`config.mk`:
```
export PLATFORM = sky130hd
export DESIGN_NAME = sr_cmd_gen
export DESIGN_NICKNAME = d
export VERILOG_FILES = /design/src/rtl/sr_cmd_gen.sv
export SDC_FILE = /design/constraint.sdc
export NUM_CORES = 1
export LEC_CHECK = 0
export CAP_MARGIN = 0
export CORE_AREA = 2 2 39 41
export DETAILED_ROUTE_END_ITERATION = 8
export DIE_AREA = 0 0 41 43
export PLACE_DENSITY_LB_ADDON = 0.2
export SETUP_SLACK_MARGIN = 0.4
export SLEW_MARGIN = 40
export SYNTH_ARGS = -nofsm -noshare
export SYNTH_HDL_FRONTEND = slang
export SYNTH_SLANG_ARGS = --single-unit
```
`constraint.sdc`:
```
create_clock -name clk -period 4.65 [get_ports clk]
set_input_delay 0.6975 -clock clk [delete_from_list [all_inputs] [get_ports clk]]
set_output_delay 0.6975 -clock clk [all_outputs]
set_load 0.05 [all_outputs]
```
`src/rtl/sr_cmd_gen.sv`:
```
// Set/clear command generator for a downstream SR flip-flop.
// Each button is synchronised, debounced and edge-detected; an arbiter issues exclusive S/R pulses.
module sr_cmd_gen #(
    parameter int DB_CYCLES = 4
) (
    input  logic clk,
    input  logic rst,
    input  logic set_btn,
    input  logic clr_btn,
    output logic S,
    output logic R,
    output logic conflict,
    output logic state
);

    localparam int CW = (DB_CYCLES > 1) ? $clog2(DB_CYCLES) : 1;
    localparam logic [CW-1:0] CNT_MAX = CW'(DB_CYCLES - 1);

    // Channel index 0 is set, index 1 is clear.
    logic [1:0]    btn;
    logic [1:0]    sync1_q;
    logic [1:0]    sync2_q;
    logic [1:0]    db_q;
    logic [1:0]    db_d;
    logic [1:0]    rise;
    logic [CW-1:0] cnt_q [2];
    logic [CW-1:0] cnt_d [2];

    logic s_q, s_d;
    logic r_q, r_d;
    logic conflict_q, conflict_d;
    logic state_q, state_d;

    assign btn = {clr_btn, set_btn};

    always_comb begin
        db_d     = db_q;
        cnt_d[0] = cnt_q[0];
        cnt_d[1] = cnt_q[1];
        for (int ch = 0; ch < 2; ch++) begin
            if (sync2_q[ch] == db_q[ch]) begin
                cnt_d[ch] = '0;
            end else if (cnt_q[ch] == CNT_MAX) begin
                db_d[ch]  = sync2_q[ch];
                cnt_d[ch] = '0;
            end else begin
                cnt_d[ch] = cnt_q[ch] + CW'(1);
            end
        end
    end

    // Edge taken from next-state so the command registers on the same edge db rises.
    assign rise = db_d & ~db_q;

    always_comb begin
        s_d        = rise[0] & ~rise[1];
        r_d        = rise[1] & ~rise[0];
        conflict_d = rise[0] & rise[1];
        state_d    = state_q;
        if (s_d) begin
            state_d = 1'b1;
        end else if (r_d) begin
            state_d = 1'b0;
        end
    end

    always_ff @(posedge clk) begin
        if (!rst) begin
            sync1_q    <= '0;
            sync2_q    <= '0;
            db_q       <= '0;
            cnt_q[0]   <= '0;
            cnt_q[1]   <= '0;
            s_q        <= 1'b0;
            r_q        <= 1'b0;
            conflict_q <= 1'b0;
            state_q    <= 1'b0;
        end else begin
            sync1_q    <= btn;
            sync2_q    <= sync1_q;
            db_q       <= db_d;
            cnt_q[0]   <= cnt_d[0];
            cnt_q[1]   <= cnt_d[1];
            s_q        <= s_d;
            r_q        <= r_d;
            conflict_q <= conflict_d;
            state_q    <= state_d;
        end
    end

    assign S        = s_q;
    assign R        = r_q;
    assign conflict = conflict_q;
    assign state    = state_q;

endmodule

```
* Word-level counts from Yosys, hierarchy flattened *
Memory sizes are Yosys's and may differ from the RTL's.
Cells that the tools add are included.

storage, ports and cells
  bits in writable memories = 4
  register bits = 10
  memories kept = 1
  bits of input ports = 4

operators by class
  bitwise operators = 9
  mux-type cells = 14
  eq/ne operators = 4
  add/subtract/negate cells = 2
  reduce and logical (&&, ||, !) cells = 1

memory list
  memory  depth  width  rd ports  clocked after memory_dff  write ports  line  text
  cnt_q   2      2      2         0                         2            26    logic [CW-1:0] cnt_q [2];

operators by type and width
  kind                                          number
  two-way mux 2 bit                             6
  two-way mux 1 bit                             8
  adder 2 x 1 -> 2 bit (second input constant)  2
  equality test 2 bit (second input constant)   2
  bitwise AND 1 bit                             3
  bitwise AND 2 bit                             1
  equality test 1 bit                           2
  inverter 1 bit                                2
  inverter 2 bit                                1
  bitwise OR 1 bit                              2
  nonzero test 2 bit                            1

* Longest topological paths before layout *
  depth after elaboration = 8
  depth in mapped cells = 6
  gate-level depth less buffers = 6

* Least setup slack after synthesis *
Ideal clock, no wire load.

  path type = reg-to-reg
  start point = mem cnt_q[0][2] in the netlist's numbering
  end point = reg state_q, in the netlist state
  path slack = 3,196 ps
  period minus slack after synthesis = 1,454 ps
  data arrival time = 1,337 ps
  stages on the path, launching flop included = 7
  cell sequence = dfxtp_1 ha_1 nand2_1 or2_2 ha_1 mux2i_1 nor2b_1

RTL lines
  item                  line  text
  start, declared       26
  end signal, assigned  87    state_q <= state_d;
  end, declared         32    logic state_q, state_d;

* Worst setup path after layout *
  start point = reg state_q, in the netlist state
  end point = out state

RTL lines
  item           line  text
  end, declared  13    output logic state

No word-level cell between the ends.

==> flow_summary.toml <==
[run_status]
status = "complete, no violations"

[sta]
finalClockSkew_ns = 0.0003288
slew_violations = 0
worstMarginPinSlew_ns = 0.4916
slew_headroom_pct = 67.12
hold_viol = 0
rsz0062_at_grt = "false"
fin_crit_sh_pct = 45.37
min_period_ns = 2.110
fmax_ghz = 0.4740
finalSetupViolCount = 0
fin_setup_tns_ns = 0

[cells_and_area]
layout-drive-gt1-share_pct = 14.55
synthToLayoutAreaGrowth_pct = 23.39
final_cell_mix = "14 x dfxtp_1, 7 x and2_1, 7 x clkdlybuf4s50_1"
final_common_cell = "dfxtp_1"
layout.nets = 65
num-fill-cells = 137
antenna_cells = 0

[clocking]
post_cts_buffers = 0
clock_latency_ns = 0.28
cts_resized = 0
cts_tree = "built"
numCtsBuffers = 3
cts.sinks = 14
cts.clk_slew.worst_paths_ns = 0.08
clock_path_buffers = 2
cts_max_level = 1
holdBufCountCts = 0
cts-root-buf = "clkbuf_4"

[detailed_routing]
drtAntennaViolNets = 0
drt_iter0_drc = 2
avgRoutedWirePerCell_um = 9.465
first_pass_iters = 3
routed_wirelength_um = 672
vias = 322
vias_per_cell = 4.535
drc = 0

[floorplan]
chipHeight_um = 43
rows = 14
core_area_um2 = 1384
dieArea_um2 = 1763
io_pins = 8
fp.dieW_um = 41
start_util_pct = 37.88

[worst_setup_path]
crit_chain = "clkdlybuf4s50_1"
cp-end-kind = "output pin"
path_max_fanout = 2
start_kind = "register"
arrival_ns = 1.41
critPathTopFamily = "buffers and inverters"
worstSetupPathType = "reg2out"
cp_slowest_stage_delay_ns = 0.80
cp_slowest_cell = "clkdlybuf4s50_1"
worstPathRequired_ns = 3.95
crit_buf_inv = 1

[logic_synthesis]
synth.ff_latch_count = 14
syn-num-nets = 54
avgSynthCellArea_um2 = 11.65
ys_seq_area_share_pct = 53.46
yosysWarnings = 0
syn-cell-area_um2 = 524.3
synth.distinct_cells = 14
netlist_instances = 45

[power]
power_mw = 0.2162
vdd_drop_max_v = 0.0001740
leakagePower_nw = 0.2686
p_per_area_nw_per_um2 = 334.2

[worst_hold_path]
hold_path_class = "reg2reg"

[global_routing]
grt_pass1_vias = 309
grt_overflow_total = 0
antenna_found_initial = 0
grt_pass1_wl_um = 1235
grt_max_degree = 15
grt_util_all_layers_pct = 10.95

[placement]
place_hpwl_um = 459.8
gp_congestion = 0.6705
portBuffers = 7

[flow_run]
maxCapViolCount = 0
[sequential cells by signal (all words and copies together), names as in the netlist]
register	cells
cnt_q	4
db_q	2
sync1_q	2
sync2_q	2
R	1
S	1
conflict	1
state	1
[power by group]
part	internal [mW]	leakage [nW]	switching, mW
clock network	0.0476	0.0210	0.0392
logic	0.00435	0.134	0.00219
registers	0.122	0.114	0.000857
total	0.174	0.269	0.0423
[cells by family after synthesis]
group           share of synthesized area, %
flops                                  53.46
xor+xnor                               3.342
compound gates                         2.863
mux                                    1.909
buf+inv                               0.7153
simple gates                           25.78
fa+ha+maj                              11.93
[metal layers]
| metal | global-route usage (%) | vias up | routed length (um) |
|---|---|---|---|
| met5 | 0 | - | 0 |
| met1 | 15.28 | 146 | 340 |
| met2 | 12.81 | 7 | 293 |
| li1 | - | 167 | - |
| met3 | 3.141 | 2 | 31 |
| met4 | 10.00 | 0 | 6 |
[cells in the mapped netlist]
cell type | count | share of area (%)
or2b_1 | 2 | 2.9
mux2i_1 | 1 | 1.9
nor4b_1 | 2 | 3.3
or2_2 | 2 | 2.4
ha_1 | 5 | 12
nand2_1 | 2 | 1.4
nor2_1 | 2 | 1.4
a21boi_0 | 2 | 2.9
xnor2_1 | 2 | 3.3
nor2b_1 | 1 | 1.2
dfxtp_1 | 14 | 53
clkbuf_1 | 1 | 0.72
and2_1 | 7 | 8.4
and4bb_2 | 2 | 4.8
[per-stage QoR]
stage	utilization [%]	area, um^2	setup slack, ns	hold slack (ns)	std cells
final	46.75	646.9	2.540	0.4334	71
after global routing	46.75	646.9	2.481	0.4515	71
after floorplan	-	524.3	3.196	0.4051	45
after global placement	44.12	610.6	2.846	0.4143	67
after CTS	46.75	646.9	2.520	0.4406	71
after detailed placement	44.12	610.6	2.848	0.4276	67
[layout make-up]
type	instances	area, um^2	area share (%)
Sequential cell	14	280.3	43.33
Multi-Input combinational cell	30	240.2	37.14
Clock buffer	4	36.28	5.609
Tap cell	16	20.02	3.095
Timing Repair Buffer	7	70.07	10.83
[final timing paths]
path | to | startpoint | depth (start not counted) | slack [ns]
max reg2reg | state | cnt_q[0][2] | 6 | 3.10
min | cnt_q[0][2] | cnt_q[0][2] | 1 | 0.43
min reg2reg | cnt_q[0][2] | cnt_q[0][2] | 1 | 0.43
max | state | state | 1 | 2.54
Note: power is estimated with default switching activity, not from simulation.
